**src/rtl/ps2_move_decoder.sv**
```systemverilog
// PS/2 scancode stream to held arrow-key direction levels with opposing-key resolution and stuck-key timeout.
// Optional build macro PS2_MOVE_WASD_EN adds the non-extended W/S/A/D codes as direction sources.
module ps2_move_decoder #(
   parameter int TIMEOUT = 25000000,
   parameter int CNT_W   = 25
) (
   input  logic       clock,
   input  logic       reset,
   input  logic [7:0] ps2_key_data,
   input  logic       ps2_key_pressed,
   output logic       up,
   output logic       down,
   output logic       left,
   output logic       right,
   output logic       key_event
);

   typedef enum logic [1:0] {S_IDLE, S_EXT, S_BRK, S_EXT_BRK} state_t;

   localparam logic [CNT_W-1:0] LIMIT = CNT_W'(TIMEOUT);

   // held/dir bit order: [3]=up, [2]=down, [1]=left, [0]=right
   state_t           state_q, state_n;
   logic [3:0]       held_q, held_n;
   logic [3:0]       dir_q, dir_n;
   logic             vpri_q, vpri_n, hpri_q, hpri_n;
   logic [CNT_W-1:0] cnt_q, cnt_n;
   logic             is_make, is_brk, is_ext;
   logic             key_hit;
   logic [1:0]       key_idx;
   logic             make_hit;

   // NOTE: every combinational output gets a default first so no path leaves it unassigned (no latch).
   always_comb begin
      state_n = state_q;
      is_make = 1'b0;
      is_brk  = 1'b0;
      is_ext  = 1'b0;
      if (ps2_key_pressed) begin
         unique case (state_q)
            S_IDLE: begin
               if (ps2_key_data == 8'hE0)      state_n = S_EXT;
               else if (ps2_key_data == 8'hF0) state_n = S_BRK;
               else                            is_make = 1'b1;
            end
            S_EXT: begin
               if (ps2_key_data == 8'hF0) state_n = S_EXT_BRK;
               else begin
                  is_make = 1'b1;
                  is_ext  = 1'b1;
                  state_n = S_IDLE;
               end
            end
            S_BRK: begin
               is_brk  = 1'b1;
               state_n = S_IDLE;
            end
            S_EXT_BRK: begin
               is_brk  = 1'b1;
               is_ext  = 1'b1;
               state_n = S_IDLE;
            end
            default: state_n = S_IDLE;
         endcase
      end
   end

   always_comb begin
      key_hit = 1'b0;
      key_idx = 2'd0;
      if (is_ext) begin
         unique case (ps2_key_data)
            8'h75: begin key_hit = 1'b1; key_idx = 2'd3; end
            8'h72: begin key_hit = 1'b1; key_idx = 2'd2; end
            8'h6B: begin key_hit = 1'b1; key_idx = 2'd1; end
            8'h74: begin key_hit = 1'b1; key_idx = 2'd0; end
            default: key_hit = 1'b0;
         endcase
      end else begin
`ifdef PS2_MOVE_WASD_EN
         unique case (ps2_key_data)
            8'h1D: begin key_hit = 1'b1; key_idx = 2'd3; end
            8'h1B: begin key_hit = 1'b1; key_idx = 2'd2; end
            8'h1C: begin key_hit = 1'b1; key_idx = 2'd1; end
            8'h23: begin key_hit = 1'b1; key_idx = 2'd0; end
            default: key_hit = 1'b0;
         endcase
`else
         key_hit = 1'b0;
`endif
      end
   end

   assign make_hit = is_make & key_hit;

   always_comb begin
      held_n = held_q;
      vpri_n = vpri_q;
      hpri_n = hpri_q;
      cnt_n  = cnt_q;
      if (make_hit) begin
         held_n[key_idx] = 1'b1;
         if (key_idx[1]) vpri_n = key_idx[0];
         else            hpri_n = key_idx[0];
      end else if (is_brk && key_hit) begin
         held_n[key_idx] = 1'b0;
      end

      // Strobe is applied first; a recognised make clears the counter and so suppresses expiry.
      if (make_hit || held_n == 4'b0000) begin
         cnt_n = '0;
      end else if (LIMIT != '0 && cnt_q == LIMIT - 1'b1) begin
         held_n = 4'b0000;
         cnt_n  = '0;
      end else begin
         cnt_n = cnt_q + 1'b1;
      end

      dir_n[3] = held_n[3] & (~held_n[2] |  vpri_n);
      dir_n[2] = held_n[2] & (~held_n[3] | ~vpri_n);
      dir_n[1] = held_n[1] & (~held_n[0] |  hpri_n);
      dir_n[0] = held_n[0] & (~held_n[1] | ~hpri_n);
   end

   // NOTE: sequential state uses non-blocking assignments so all registers update from the same pre-edge values.
   always_ff @(posedge clock) begin
      if (reset) begin
         state_q   <= S_IDLE;
         held_q    <= 4'b0000;
         dir_q     <= 4'b0000;
         vpri_q    <= 1'b0;
         hpri_q    <= 1'b0;
         cnt_q     <= '0;
         key_event <= 1'b0;
      end else begin
         state_q   <= state_n;
         held_q    <= held_n;
         dir_q     <= dir_n;
         vpri_q    <= vpri_n;
         hpri_q    <= hpri_n;
         cnt_q     <= cnt_n;
         key_event <= (dir_n != dir_q);
      end
   end

   assign up    = dir_q[3];
   assign down  = dir_q[2];
   assign left  = dir_q[1];
   assign right = dir_q[0];

endmodule

```
**config.mk**
```make
export PLATFORM = sky130hd
export DESIGN_NAME = ps2_move_decoder
export DESIGN_NICKNAME = d
export VERILOG_FILES = /design/src/rtl/ps2_move_decoder.sv
export SDC_FILE = /design/constraint.sdc
export NUM_CORES = 1
export LEC_CHECK = 0
export ABC_AREA = 1
export CORE_MARGIN = 8
export CORE_UTILIZATION = 58
export DETAILED_ROUTE_END_ITERATION = 10
export PLACE_DENSITY = 0.79
export SLEW_MARGIN = 0
export SYNTH_ARGS = -nofsm -noshare
export SYNTH_HDL_FRONTEND = slang
export SYNTH_SLANG_ARGS = --single-unit
```
**constraint.sdc**
```tcl
create_clock -name clock -period 4.5 [get_ports clock]
set_clock_uncertainty 0.2 [all_clocks]
set_input_delay 0.9 -clock clock [delete_from_list [all_inputs] [get_ports clock]]
set_output_delay 0.9 -clock clock [all_outputs]
set_load 0.02 [all_outputs]
```
==> results of run 1 <==
-- cells in the final DEF (no fill, tap or decap), types with 3 or more instances in the layout --
master | synthesis | final
clkbuf_8 | 0 | 6
nand3_1 | 16 | 16
nor2_2 | 7 | 7
nand2_1 | 75 | 75
nand2_4 | 5 | 5
clkdlybuf4s50_1 | 0 | 15
inv_2 | 7 | 7
xnor2_1 | 3 | 3
nor3_1 | 8 | 8
a21oi_1 | 11 | 11
nand4_1 | 7 | 7
nor4_1 | 3 | 3
nor3b_1 | 7 | 7
dfxtp_1 | 38 | 38
inv_1 | 31 | 31
nand3_2 | 7 | 7
nand2_2 | 9 | 9
or2_2 | 3 | 3
nor2_1 | 44 | 44
-- cells in the mapped netlist (3+ instances only) --
cell type  count  area share
nand3_1       16       0.037
a21oi_1       11       0.026
nand4_1        7       0.020
nand2_1       75        0.13
nor3b_1        7       0.024
dfxtp_1       38        0.35
nand2_4        5       0.026
nand3_2        7       0.033
inv_2          7       0.012
or2_2          3      0.0087
nor3_1         8       0.019
inv_1         31       0.054
nor2_1        44       0.077
nand2_2        9       0.026
xnor2_1        3       0.012
nor2_2         7       0.020
nor4_1         3      0.0087
-- worst min-delay path by stage --
stage,start,to,slack (ps),cells after the start
2_1_floorplan,cnt_q[0],cnt_q[0],220,1
3_3_place_gp,cnt_q[0],cnt_q[0],230,1
3_5_place_dp,cnt_q[0],cnt_q[0],240,1
4_1_cts,cnt_q[0],cnt_q[0],260,1
5_1_grt,cnt_q[0],cnt_q[0],270,1
6_report,cnt_q[0],cnt_q[0],250,1
-- cells by family after synthesis --
logic type,count (synthesis),share of synthesized area
adders and majority gates,1,0.00583
DFF,38,0.354
AOI/OAI and AO/OA,20,0.0571
and+or+nand+nor,200,0.488
xor gates and xnor gates,4,0.0163
buffers and inverters,42,0.0781
-- worst register-to-register path, stage by stage (launching register included) --
cell	delay [ps]
dfxtp_1	360
ha_1	180
nand2_1	70
nor2_1	80
inv_1	60
nor2_1	120
inv_1	80
nor2_2	130
nand2_1	90
nor2_2	140
nand3_1	170
nor3_4	240
nand3_1	100
inv_1	100
nand3_1	90
nor2_1	130
nor3b_2	50
-- state kept, by name (all words and copies together), names as in the netlist --
register / count
dir_q: 4
key_event: 1
held_q: 4
hpri_q: 1
cnt_q: 25
state_q: 2
vpri_q: 1
-- where the power goes --
group          switching (mW)  total, mW  internal, mW
Combinational          0.0256     0.0424        0.0168
Sequential            0.00244      0.340         0.338
Clock                   0.122      0.245         0.123
-- through the flow --
step | cell area, um^2 | hold WS [ps] | power, mW | cells
floorplan | 2150 | 218 | 0.375 | 305
global placement | 2330 | 233 | 0.389 | 364
detailed placement | 2330 | 240 | 0.390 | 364
CTS | 2430 | 256 | 0.636 | 372
global route | 2430 | 272 | 0.652 | 372
finish | 2430 | 251 | 0.627 | 372
-- routing by layer --
metal / vias up / track usage
li1: 1014 / -
met1: 854 / 0.150
met2: 19 / 0.257
met3: 6 / 0.0385
met4: 0 / 0.0577
met5: - / 0
-- area by class of cell --
type | instances | area share
Multi-Input combinational cell | 225 | 0.502
Inverter | 38 | 0.0588
Tap cell | 48 | 0.0247
Sequential cell | 38 | 0.313
Clock buffer | 6 | 0.0340
Timing Repair Buffer | 15 | 0.0619
Clock inverter | 2 | 0.00515
==> results.cfg, run 1 <==
[placed_design]
pre_cts_slack_ps = 982
place_hpwl_mm = 3.08
io_buffers = 15
gp_congestion = 0.804

[timing]
fin_crit_ps = 3210
setup_tns_ps = 0
worst_pin_slew_ps = 541
rsz0062_at_grt = false
slew_headroom = 0.638
drv_slew = 0
setup_slack_ps = 1290
setup_viol = 0
min_period_over_period = 0.713
finalHoldViolations = 0
timing.fmax_mhz = 312

[floorplan]
floorplan.initialDensity = 0.595
fp.dieW_um = 76.8
io_pins = 16
rows = 22
chipHeight_um = 76.8
core_area_um2 = 3610
dieArea_um2 = 5900

[logic_synthesis]
yosys_warnings = 0
synth_nets = 317
synth-edff-count = 0
syn-cell-area_um2 = 2150
avgSynthCellArea_um2 = 7.04
ys_seq_area_frac = 0.354
ys_ff_latch = 38
ys_async_sr_fraction = 0
synth.distinct_cells = 35
ys.flop_type = dfxtp_1
syn_inst = 305

[setup_path]
worst_setup_path_start_kind = primary input
cp_num_cells = 18
cp.required_ps = 4470
rrSetupSlack_ps = 1980
cpLargestDelayFamily = simple AND/OR/NAND/NOR gates
startpoint = ps2_key_data[2]
regToRegEndpoint = cnt_q[24]
critPathBufInv = 2
cp_cell_sequence = clkdlybuf4s50_1, inv_2, nand2_4, nor2_8, nand2_1, nand3_1, a21oi_4, nand2_1, nand2_4, nor2_2, nand2_2, nand3_2, nand3_1, nand2_1, nand2_1, nand2_1, nor2_1, nor2_1
crit_fanout = 12
crit_end = key_event
endpoint_kind = flop
cp.arrival_ps = 3170
worstSetupPathType = primary input to flop
crit_top_cell = nand2_1
cpMaxStageDelayCell = clkdlybuf4s50_1
rr_worst_depth = 16
slowest_delay_ps = 530
r2r-start = cnt_q[0]

[min_path]
hold_class = flop to flop

[grt]
grt_max_degree = 26
grt.total_usage = 0.141
grt_pass1_vias = 1806
antenna_found_initial = 0
grt_pass1_wl_mm = 7.11
grt-ovfl-total = 0

[power]
total_leakage_power_nw = 0.893
ir_drop_mv = 0.160
p_per_area_nw_per_um2 = 258

[detailed_routing]
drt-vias-per-instance = 5.09
wl_met1_mm = 1.78
wl_per_cell_um = 10.7
drt_wl_total_mm = 3.99
drc = 0
dr.pass1.iters = 5
met2WireLength_mm = 2.05
drt_iter0_drc = 104
top_layer_used = met4
ant_nets = 0
vias = 1893
met3RoutedLength_um = 102

[clock_tree]
cts_tree = done
cts_made_buffers = 5
cts_setup_buffers = 0
clockRootBuffer = clkbuf_8
clk_pin_slew_worst_paths_ps = 80
insertion_delay_ps = 290
htree_levels = 2
hold_buffers = 0
cts.sink_count = 38
ctsResizeCount = 0
clock_path_buffers = 2

[cells_and_area]
fin_util = 0.673
multi_input_area_um2 = 1220
drive_above_1_share = 0.173
diodes = 0
nets = 335
seq_area_um2 = 761
syn2layout_area_growth_pct = 13.1
fillers = 325

[flow_run]
cap_violations = 0

[status]
outcome = finished, final reports clean
No activity file was read; power rests on OpenSTA's default activity.
==> run 2: changes to the inputs <==
Settings changed: CORE_UTILIZATION 58 to 52, PLACE_DENSITY 0.79 to 0.75.
Clock period 4.5 ns to 2.74 ns, I/O delays scaled along.
==> run 2 against run 1 <==
Compared with the run above:
- global-route usage is 0.14 points higher
- routed wire length rose by 15%
- register-to-register slack worse by 1700 ps
- sequential share of layout area decreased by 3.8 points
- hold slack better by 2.3 ps
- design area grew 14%
- total power up 64%
- via count rose by 6.4%
==> results.cfg, run 2 (same netlist as run 1, synthesis figures left out) <==
[clock_tree]
htree_levels = 2
clockRootBuffer = clkbuf_8
cts_tree = done
insertion_delay_ps = 290
cts.sink_count = 38
cts_made_buffers = 5
clk_pin_slew_worst_paths_ps = 70
hold_buffers = 0
clock_path_buffers = 2

[grt]
grt_pass1_wl_mm = 7.69
grt-ovfl-total = 0
grt_pass1_vias = 1982
grt_use_met2 = 0.268
met1_usage = 0.152
use_met3 = 0.0313
grt.total_usage = 0.143
antenna_found_initial = 0
grt_max_degree = 26
top_usage_layer = met2

[timing]
setup_slack_ps = 165
min_period_over_period = 0.940
slew_headroom = 0.714
drv_slew = 0
fin_crit_ps = 2580
worst_pin_slew_ps = 427
timing.fmax_mhz = 388
setup_viol = 0
finalHoldViolations = 0

[cells_and_area]
mostFrequentLayoutCells = nand2_1 (68), nor2_1 (39), dfxtp_1 (38), inv_1 (29), buf_4 (22)
reg.largest.list = cnt_q x25, dir_q x4, held_q x4
regMostFlops = cnt_q
largest_reg_flops = 25
diodes = 0
nets = 360
final_common_cell = nand2_1
drive_above_1_share = 0.289
fin_area_um2 = 2760
syn2layout_area_growth_pct = 28.6

[floorplan]
core_area_um2 = 4000
io_pins = 16
dieArea_um2 = 6440
chipHeight_um = 80.3
floorplan.initialDensity = 0.537
rows = 23
fp.dieW_um = 80.3

[detailed_routing]
ant_nets = 0
vias = 2015
drc = 0
dr.pass1.iters = 4
drt-vias-per-instance = 5.05
drt_wl_total_mm = 4.59
drt_iter0_drc = 102
wl_per_cell_um = 11.5

[flow_run]
cap_violations = 0

[power]
total_leakage_power_nw = 1.09
p_per_area_nw_per_um2 = 373
ir_drop_mv = 0.305

[setup_path]
rr_worst_depth = 16
crit_fanout = 5
worstSetupPathType = primary input to flop
cp.arrival_ps = 2550
endpoint_kind = flop
cp.required_ps = 2720
worst_setup_path_start_kind = primary input

[placed_design]
pre_cts_slack_ps = -304
place_hpwl_mm = 3.26
place_area_um2 = 2490
gp_congestion = 0.835
io_buffers = 15

[min_path]
min_path_cells = 1
hold_class = flop to flop

[status]
outcome = finished, final reports clean
run 2: cell count changes in the layout (fill, tap and decap cells not counted), sizes merged:
| cell | previous run | this run |
|---|---|---|
| buf | 0 | 24 |
| nand3 | 24 | 25 |
| dlymetal6s2s | 0 | 8 |
| clkdlybuf4s50 | 15 | 7 |
run 2: cell type report:
cell class	instances	area, um^2
multi-input combinational	226	1330
clock inverter	2	12.5
sequential	38	761
clock buffer	6	82.6
inverter	38	143
timing repair buffer	39	367
tap	50	62.6
fill	326	1240
run 2: worst max-delay path, stage by stage:
cell,delay (ps)
clkdlybuf4s50_1,480
nand2_1,70
inv_2,110
nand2_1,80
inv_2,80
nand2_4,70
a21oi_4,190
nand2_2,110
nand2_4,100
nor2_4,40
nand2_2,100
nand3_4,120
buf_6,140
nand4_2,50
nand2_1,50
inv_1,40
nand2_1,40
nor2_1,80
nor2_1,40
run 2: metrics by stage:
stage | total power [mW] | TNS (ps) | hold slack (ps) | std cells | utilization
2_1_floorplan | 0.616 | 0 | 218 | 305 | -
3_3_place_gp | 0.643 | -2810 | 231 | 385 | 0.622
3_5_place_dp | 0.644 | -3740 | 242 | 385 | 0.622
4_1_cts | 1.04 | 0 | 254 | 393 | 0.648
5_1_grt | 1.07 | -8.96 | 292 | 399 | 0.690
6_report | 1.03 | 0 | 253 | 399 | 0.690
run 2: timing repair:
action                                  4_1_cts  5_1_grt
cloned                                        0        1
setup buffers                                 0        5
endpoints found under the setup margin        1       28
pin swaps                                     0       14
gates resized for setup                       1       38
run 2: path summary, 6_finish.rpt:
path                                   to  slack, ps       startpoint
worst max-delay path            key_event        160  ps2_key_pressed
worst max register to register  cnt_q[24]        290         cnt_q[0]
worst min register to register   cnt_q[0]        250         cnt_q[0]
worst min-delay path             cnt_q[0]        250         cnt_q[0]
run 2: metal layers:
metal | part of all wire | vias to the layer above
met1 | 0.43 | 927
met3 | 0.023 | 6
met5 | 0 | -
met2 | 0.54 | 19
met4 | 0.0092 | 0
li1 | - | 1063
run 2: where the power goes:
part           switching (mW)  internal (mW)
clock network           0.193          0.202
logic                  0.0462         0.0288
registers             0.00423          0.555
total                   0.244          0.786
==> run 3: changes to the inputs <==
Settings changed: CORE_MARGIN 8 to 2, PLACE_DENSITY 0.75 to not set, PLACE_DENSITY_LB_ADDON set to 0.08, TNS_END_PERCENT set to 100.
==> run 3 against run 2 <==
Compared with the run above:
- sequential share of layout area grew 0.16 points
- worst setup slack gained 2.8 ps
- sequential cell count is the same
- sequential power is essentially flat
- register-to-register slack got worse by 20 ps
- routed wire length is 7.9% lower
- critical path depth unchanged
- largest power group unchanged
==> results.cfg, run 3 (same netlist as run 1, synthesis figures left out) <==
[cells_and_area]
diodes = 0
fin_area_um2 = 2750
mostFrequentLayoutCells = nand2_1 (66), nor2_1 (42), dfxtp_1 (38), inv_1 (31), buf_4 (27)
fin_cells = 403
reg.largest.list = cnt_q x25, dir_q x4, held_q x4
drive_above_1_share = 0.283
largest_reg_flops = 25
final_common_cell = nand2_1
regMostFlops = cnt_q
nets = 364
syn2layout_area_growth_pct = 27.9

[detailed_routing]
drc = 0
wl_per_cell_um = 10.5
ant_nets = 0
drt_wl_total_mm = 4.23
drt-vias-per-instance = 4.84
drt_iter0_drc = 40
vias = 1950
dr.pass1.iters = 6

[placed_design]
placed_cells = 390
gp_congestion = 0.816
place_hpwl_mm = 3.11
place_area_um2 = 2530
io_buffers = 15

[timing]
worst_pin_slew_ps = 652
rsz0062_at_grt = false
fin_crit_ps = 2570
min_period_over_period = 0.939
slew_headroom = 0.562
setup_tns_ps = 0
drv_slew = 0
timing.fmax_mhz = 389
setup_viol = 0
finalHoldViolations = 0

[setup_path]
startpoint = ps2_key_pressed
crit_fanout = 5
worstSetupPathType = primary input to flop
regToRegEndpoint = key_event
worst_setup_path_start_kind = primary input
endpoint_kind = flop
r2r-start = cnt_q[0]
cp.required_ps = 2730
rrSetupSlack_ps = 270
rr_worst_depth = 15
cp.arrival_ps = 2560
crit_end = key_event

[clock_tree]
cts_tree = done
cts.sink_count = 38
htree_levels = 2
clk_pin_slew_worst_paths_ps = 70
cts_made_buffers = 5
clockRootBuffer = clkbuf_8
insertion_delay_ps = 290
clock_path_buffers = 2

[power]
total_leakage_power_nw = 1.11
p_per_area_nw_per_um2 = 380
ir_drop_mv = 0.189
total_power_mw = 1.04

[floorplan]
floorplan.initialDensity = 0.537
rows = 23
dieArea_um2 = 4660
core_area_um2 = 4000
chipHeight_um = 68.3
fp.dieW_um = 68.3
io_pins = 16

[status]
outcome = finished, final reports clean

[grt]
antenna_found_initial = 0
grt_pass1_wl_mm = 6.84
grt.total_usage = 0.197
grt_max_degree = 26
grt-ovfl-total = 0
grt_pass1_vias = 1722

[min_path]
hold_class = flop to flop

[flow_run]
cap_violations = 0
run 3: cell types whose count changed in the layout (fill, tap and decap cells not counted), moves of 3 or more:
cell / previous run / this run
nor2_4: 7 / 2
nand3_2: 7 / 10
buf_4: 22 / 27
nor2_1: 39 / 42
run 3: cell type report:
| type | count | area [um^2] |
|---|---|---|
| Timing Repair Buffer | 43 | 393 |
| Inverter | 38 | 143 |
| Clock inverter | 1 | 5.00 |
| Multi-Input combinational cell | 226 | 1290 |
| Fill cell | 368 | 1250 |
| Tap cell | 50 | 62.6 |
| Clock buffer | 7 | 86.3 |
| Sequential cell | 38 | 761 |
run 3: worst min-delay path by stage:
stage             start        to  depth (start not counted)
2_1_floorplan  cnt_q[0]  cnt_q[0]                          1
3_3_place_gp   cnt_q[0]  cnt_q[0]                          1
3_5_place_dp   cnt_q[0]  cnt_q[0]                          1
4_1_cts        cnt_q[0]  cnt_q[0]                          1
5_1_grt        cnt_q[0]  cnt_q[0]                          1
6_report       cnt_q[0]  cnt_q[0]                          1
run 3: routing by layer:
layer,share of wire,GRT usage
met5,0,0
met4,0.024,0.0900
met3,0.029,0.0543
met2,0.50,0.343
met1,0.45,0.222
run 3: timing repair:
action                                  4_1_cts  5_1_grt
endpoints found under the setup margin        0       14
buffers inserted                              0        4
resized for setup                             0       28
hold buffers                                  0        0
run 3: power by group:
| part | internal, mW | total, mW | switching, mW |
|---|---|---|---|
| clock | 0.203 | 0.404 | 0.201 |
| sequential | 0.555 | 0.559 | 0.00404 |
| combinational | 0.0328 | 0.0787 | 0.0459 |
run 3: stage by stage:
stage	utilization	worst slack, ps	hold slack [ps]
floorplan	-	376	218
global placement	0.632	-251	229
CTS	0.655	15.4	256
finish	0.686	168	250
detailed placement	0.632	-296	241
global route	0.686	1.90	302
run 3: worst max-delay path, cell delays in order:
cell,delay [ps]
clkdlybuf4s50_1,480
nand2_1,60
inv_1,140
nand2_1,80
inv_2,70
nand2_4,60
a21oi_4,190
nand2_2,110
nand2_4,80
nor2_2,40
nand2_2,100
nand3_4,110
buf_4,170
nand4_2,50
nand2_1,50
inv_1,40
nand2_1,40
nor2_1,80
nor2_1,40
